### src/rtl/obi_ibus_dbus_arbiter.sv
// obi_ibus_dbus_arbiter: shares one OBI master port between the core's instruction and data ports,
// keeping an in-order ID FIFO so each response returns to the port that issued it.
module obi_ibus_dbus_arbiter #(
  parameter int MAX_OUTSTANDING = 2,
  parameter bit ROUND_ROBIN     = 1'b1
) (
  input  logic        hclk_i,
  input  logic        hreset_i,
  input  logic        instr_req_i,
  output logic        instr_gnt_o,
  input  logic [31:0] instr_addr_i,
  output logic        instr_rvalid_o,
  output logic [31:0] instr_rdata_o,
  output logic        instr_err_o,
  input  logic        data_req_i,
  output logic        data_gnt_o,
  input  logic        data_we_i,
  input  logic [3:0]  data_be_i,
  input  logic [31:0] data_addr_i,
  input  logic [31:0] data_wdata_i,
  output logic        data_rvalid_o,
  output logic [31:0] data_rdata_o,
  output logic        data_err_o,
  output logic        m_req_o,
  input  logic        m_gnt_i,
  output logic        m_we_o,
  output logic [3:0]  m_be_o,
  output logic [31:0] m_addr_o,
  output logic [31:0] m_wdata_o,
  input  logic        m_rvalid_i,
  input  logic [31:0] m_rdata_i,
  input  logic        m_err_i,
  output logic        m_busy_o,
  output logic        proto_err_o
);
  typedef enum logic {INSTR = 1'b0, DATA = 1'b1} port_e;
  localparam int PW = MAX_OUTSTANDING > 1 ? $clog2(MAX_OUTSTANDING) : 1;
  localparam logic [2:0] DEPTH = 3'(MAX_OUTSTANDING);
  localparam logic [PW-1:0] LAST = PW'(MAX_OUTSTANDING - 1);

  logic [MAX_OUTSTANDING-1:0] fifo_q, fifo_d;
  logic [PW-1:0] rd_ptr_q, rd_ptr_d, wr_ptr_q, wr_ptr_d;
  logic [2:0] count_q, count_d;
  port_e last_q, last_d, locked_sel_q, locked_sel_d, winner, head;
  logic lock_q, lock_d, proto_err_q, proto_err_d;
  logic act, empty, can_issue, win_req, push, pop;

  function automatic logic [PW-1:0] nxt(input logic [PW-1:0] p);
    return p == LAST ? '0 : p + 1'b1;
  endfunction

  // Outputs are held quiet while reset is asserted, except the rdata pass-through
  assign act       = ~hreset_i;
  assign empty     = count_q == 3'd0;
  assign can_issue = (count_q < DEPTH) || m_rvalid_i;
  assign winner    = lock_q ? locked_sel_q :
                     (instr_req_i && data_req_i) ? (ROUND_ROBIN ? (last_q == INSTR ? DATA : INSTR) : DATA) :
                     (data_req_i ? DATA : INSTR);
  assign win_req   = winner == DATA ? data_req_i : instr_req_i;
  assign head      = port_e'(fifo_q[rd_ptr_q]);

  assign m_req_o   = act && can_issue && win_req;
  assign m_we_o    = act && winner == DATA && data_we_i;
  assign m_be_o    = !act ? 4'h0 : winner == DATA ? data_be_i : 4'hF;
  assign m_addr_o  = !act ? 32'h0 : winner == DATA ? data_addr_i : instr_addr_i;
  assign m_wdata_o = (act && winner == DATA) ? data_wdata_i : 32'h0;
  assign push      = m_req_o && m_gnt_i;
  assign pop       = act && m_rvalid_i && !empty;

  assign instr_gnt_o    = push && winner == INSTR;
  assign data_gnt_o     = push && winner == DATA;
  assign instr_rvalid_o = pop && head == INSTR;
  assign data_rvalid_o  = pop && head == DATA;
  assign instr_err_o    = instr_rvalid_o && m_err_i;
  assign data_err_o     = data_rvalid_o && m_err_i;
  assign instr_rdata_o  = m_rdata_i;
  assign data_rdata_o   = m_rdata_i;
  assign m_busy_o       = act && count_q == DEPTH;
  assign proto_err_o    = proto_err_q;

  always_comb begin
    fifo_d = fifo_q;
    if (push) fifo_d[wr_ptr_q] = winner;
  end

  assign wr_ptr_d     = push ? nxt(wr_ptr_q) : wr_ptr_q;
  assign rd_ptr_d     = pop ? nxt(rd_ptr_q) : rd_ptr_q;
  assign count_d      = count_q + {2'b0, push} - {2'b0, pop};
  assign last_d       = push ? winner : last_q;
  // Hold the address phase on the current winner until the adapter grants it
  assign lock_d       = m_req_o && !m_gnt_i;
  assign locked_sel_d = winner;
  assign proto_err_d  = proto_err_q || (m_rvalid_i && empty);

  always_ff @(posedge hclk_i or posedge hreset_i) begin
    if (hreset_i) begin
      fifo_q       <= '0;
      rd_ptr_q     <= '0;
      wr_ptr_q     <= '0;
      count_q      <= 3'd0;
      last_q       <= INSTR;
      locked_sel_q <= INSTR;
      lock_q       <= 1'b0;
      proto_err_q  <= 1'b0;
    end else begin
      fifo_q       <= fifo_d;
      rd_ptr_q     <= rd_ptr_d;
      wr_ptr_q     <= wr_ptr_d;
      count_q      <= count_d;
      last_q       <= last_d;
      locked_sel_q <= locked_sel_d;
      lock_q       <= lock_d;
      proto_err_q  <= proto_err_d;
    end
  end
endmodule

### config.mk
export PLATFORM = sky130hd
export DESIGN_NAME = obi_ibus_dbus_arbiter
export DESIGN_NICKNAME = d
export VERILOG_FILES = /design/src/rtl/obi_ibus_dbus_arbiter.sv
export SDC_FILE = /design/constraint.sdc
export NUM_CORES = 1
export LEC_CHECK = 0
export BUFFER_PORTS_ARGS = -buffer_cell sky130_fd_sc_hd__buf_2
export CORE_AREA = 2 2 108 110
export DETAILED_ROUTE_END_ITERATION = 10
export DIE_AREA = 0 0 110 112
export SLEW_MARGIN = 25
export SYNTH_ARGS = -nofsm -noshare
export SYNTH_HDL_FRONTEND = slang
export SYNTH_SLANG_ARGS = --single-unit
### constraint.sdc
create_clock -name hclk_i -period 3.7 [get_ports hclk_i]
set_input_delay 0.185 -clock hclk_i [delete_from_list [all_inputs] [get_ports hclk_i]]
set_output_delay 0.185 -clock hclk_i [all_outputs]
set_load 0.02 [all_outputs]
==> results.md <==
Status:
- The flow ran to the end, and the final reports show no timing, DRC or antenna violations.

Yosys:
- The net count after synthesis is between 400 and 500.
- The portion of synthesized cell area occupied by the leading cell type is 0.286.
- The cell count after synthesis came out at about 270.
- Ranked by instance count, the synthesized netlist is headed by sky130_fd_sc_hd__buf_4, sky130_fd_sc_hd__nand2_1, sky130_fd_sc_hd__and3_1.
- In the post-synthesis netlist, the biggest area contributors are sky130_fd_sc_hd__buf_4, sky130_fd_sc_hd__dfrtp_1, sky130_fd_sc_hd__nand2_1, sky130_fd_sc_hd__and3_1, sky130_fd_sc_hd__a21oi_1.
- The share of the Yosys chip area taken by registers is 0.152.
- The fraction of registers with async set/reset is 1.00.
- After synthesis, the mean cell area works out to about 6.7 µm².
- The most repeated cell in the gate-level netlist after synthesis is sky130_fd_sc_hd__buf_4.
- The number of flops mapped to enable cells by yosys is 0.
- For this run, the number of Yosys warnings is 0.
- The primary flip-flop cell chosen by synthesis mapping is sky130_fd_sc_hd__dfrtp_1.
- The number of different library cells used by synthesis comes to 32.
- After synthesis the netlist holds a flip-flop and latch count of 11.
- The cell accounting for the most synthesized area is sky130_fd_sc_hd__buf_4.
- The synthesized cell area is 0.00181 mm².

Clock tree:
- The insertion delay of the later-clocked pin in the worst-skew pair is roughly 0.24 ns.
- Buffers inserted during clock tree synthesis total 3.
- The post-CTS setup buffer count is 0.
- After clock tree synthesis, the clock-pin slew on the worst setup and hold paths is 0.04 ns.
- After clock tree synthesis, the flow added hold-fix buffers numbering 0.
- The H-tree depth reported by CTS is 1.
- The number of instances resized during post-cts repair is 0.
- CTS placed an instance of sky130_fd_sc_hd__clkbuf_16 at the clock tree root.
- The clock net sink count is 11.
- The TritonCTS clock tree is built.
- In this run the deepest clock path goes through 2 buffers.

Floorplan:
- The number of cell rows is 39.
- The floorplan core area is approximately 0.011 mm².
- Measured along the y axis, the die boundary spans around 110 µm.
- The effective utilization at floorplan is 0.162.
- The number of ports placed on the die boundary is around 280.
- The floorplan step set the die width to ~110 µm.
- The die area is between 0.01 and 0.015 mm².

Worst setup path:
- At the worst endpoint, the arrival time is between 2 and 2.5 ns.
- In this run the register-to-register setup slack is 1.41 ns.
- The startpoint of the worst register-to-register path is count_q[1]$_DFF_PP0_.
- Along the worst path, the maximum fanout reaches 43.
- The startpoint type of the worst setup path is a flop.
- For the worst setup path, the data required time is between 3 and 4 ns.
- The worst setup path startpoint is lock_q$_DFF_PP0_.
- The endpoint class of the critical path is an output port.
- The critical path is of the flop to output port type.

Power:
- The worst-case IR drop observed on VDD is 0.000268 V.
- The power per standard cell area is approximately 420 mW/mm².
- The analysis attributes to cell leakage a power of roughly 1.6 nW.

Routing:
- The number of routed nets with antenna violations is 0.
- For this block, the via count after detailed routing is 2135.
- The number of remaining DRC errors is 0.
- The number of vias per cell after detailed routing is about 4.1.
- Dividing the detail-routed wire length by the instance count gives around 12 µm.
- The total wirelength of the detailed-routed design is approximately 6.4 mm.
- In this run, the number of DRC markers left after iteration 0 of detailed routing was 49.
- The number of optimization iterations in the first detailed-route pass is 4.

Finish:
- The final layout contains roughly 530 nets.
- The number of fill cells is around 1300.
- The number of diodes added for antenna fixing is 0.
- Of the cells placed in the final design, the portion with a size suffix greater than 1 is 0.533.
- From synthesis to final layout, the design area changed by 36.3%.
- Once layout is complete, the cells apart from fillers number between 500 and 600.

Timing:
- Based on the critical path, the design can be clocked at up to ~0.42 GHz.
- Setup repair after global routing left no endpoint under its margin.
- Setup violations remaining at the end of the flow were counted as 0.
- The number of max-slew violations in the final report is 0.
- The post-route setup TNS is 0 ns.
- The transition time at the pin with the least slew margin is 0.688 ns.
- The final clock period utilization by the worst path is 0.647.
- The number of endpoints with negative hold slack in the final report is 0.
- The worst setup skew after layout is 0.00371 ns.
- For the finished layout, the period the worst path requires is roughly 2.4 ns.
- The relative slew slack is 0.541.

Global routing:
- After global routing the overflow that remains totals 0.
- The wire length of the first global-routing pass is 8.71 mm.
- The number of global-route vias before repair came to between 1500 and 2000.
- The met2 track demand over resource in global routing is 0.171.
- In the global route stage, met3 resource usage came out at 0.0275.
- Entering global routing, the biggest net connects 44 pins.
- The number of antenna violations at the first check in global routing is 0.
- For this run, global-route usage on met1 was measured as 0.0937.
- The most congested layer reported by global routing is met2.
- Across every metal layer, demand over resource in global routing totals 0.0913.

Placement:
- The placed cell count is 520.
- The wire-length estimate of the detail-placed layout is between 5 and 6 mm.
- Routability-driven placement finished with a final weighted congestion of just under 0.8.
- Input and output buffers added on the ports amount to between 150 and 200.

Worst hold path:
- The path type of the worst min-delay path is input pin to flop.
- The startpoint identified for the worst hold timing path is m_rvalid_i.

Run:
- Max-cap violations in this run came to 0.
## critical path, cell delays in order, from the launching register on
cell and delay, ns:
sky130_fd_sc_hd__dfrtp_1 0.39, sky130_fd_sc_hd__nor2b_2 0.22, sky130_fd_sc_hd__a21oi_4 0.08, sky130_fd_sc_hd__inv_2 0.51
sky130_fd_sc_hd__buf_4 0.34, sky130_fd_sc_hd__nand2_1 0.08, sky130_fd_sc_hd__a21oi_1 0.15, sky130_fd_sc_hd__buf_2 0.18
## final cells by class
cell class | instances | area, µm² | share of cell area
Clock buffer | 4 | 78.8 | 0.0319
Inverter | 7 | 26.3 | 0.0106
Multi-Input combinational cell | 169 | 945 | 0.383
Sequential cell | 11 | 275 | 0.112
Tap cell | 143 | 179 | 0.0725
Timing Repair Buffer | 190 | 963 | 0.390
## metrics by stage
stage	area (µm²)	setup slack (ns)	utilization	total power, mW	hold WS [ns]
6_report	2470	1.31	0.221	1.03	0.188
5_1_grt	2470	1.10	0.221	1.12	0.189
4_1_cts	2470	1.27	0.221	1.05	0.183
3_5_place_dp	2390	1.35	0.214	0.849	0.370
3_3_place_gp	2390	1.39	0.214	0.846	0.370
2_1_floorplan	1810	1.52	-	0.733	0.251
## flip-flops by register name (all words and copies together) (netlist names)
register	count
rd_ptr_q	1
count_q	3
wr_ptr_q	1
proto_err_o	1
locked_sel_q	1
fifo_q	2
lock_q	1
last_q	1
## cell families after synthesis
group / count (synthesis) / synth area share
AOI/OAI and AO/OA: 38 / 0.123
xor gates and xnor gates: 3 / 0.0145
adders and majority gates: 4 / 0.0318
buffers and inverters: 89 / 0.330
DFF: 11 / 0.152
muxes: 3 / 0.0221
and+or+nand+nor: 121 / 0.326
## layout by cell type (no fill, tap or decap), drive strengths merged, types with 2 or more instances in the layout
cell | synthesis | final
a21oi | 33 | 33
and2 | 3 | 3
and3 | 34 | 34
buf | 73 | 190
clkbuf | 9 | 4
dfrtp | 11 | 11
ha | 3 | 3
inv | 7 | 7
mux2 | 2 | 2
nand2 | 66 | 66
nand3b | 2 | 2
nor2 | 10 | 10
nor2b | 3 | 3
xor2 | 2 | 2
## worst paths after layout
path	endpoint	cells after the start
min reg2reg	proto_err_o$_DFF_PP0_	1
max reg2reg	count_q[2]$_DFF_PP0_	11
max	m_addr_o[27]	7
min in group asynchronous	count_q[2]$_DFF_PP0_	4
max in group asynchronous	count_q[0]$_DFF_PP0_	4
min	proto_err_o$_DFF_PP0_	2
## power by group
group	switching (mW)	leakage (nW)	total [mW]	internal (mW)
combinational	0.375	1.41	0.619	0.244
sequential	0.0416	0.130	0.218	0.177
clock	0.0513	0.0382	0.196	0.144
total	0.468	1.57	1.03	0.565
## layer usage
metal  vias up  share of wire
met5         -              0
met4         0          0.026
met3        25           0.11
met2       158           0.49
met1       916           0.37
li1       1036              -
Note: power is estimated with default switching activity, not from simulation.
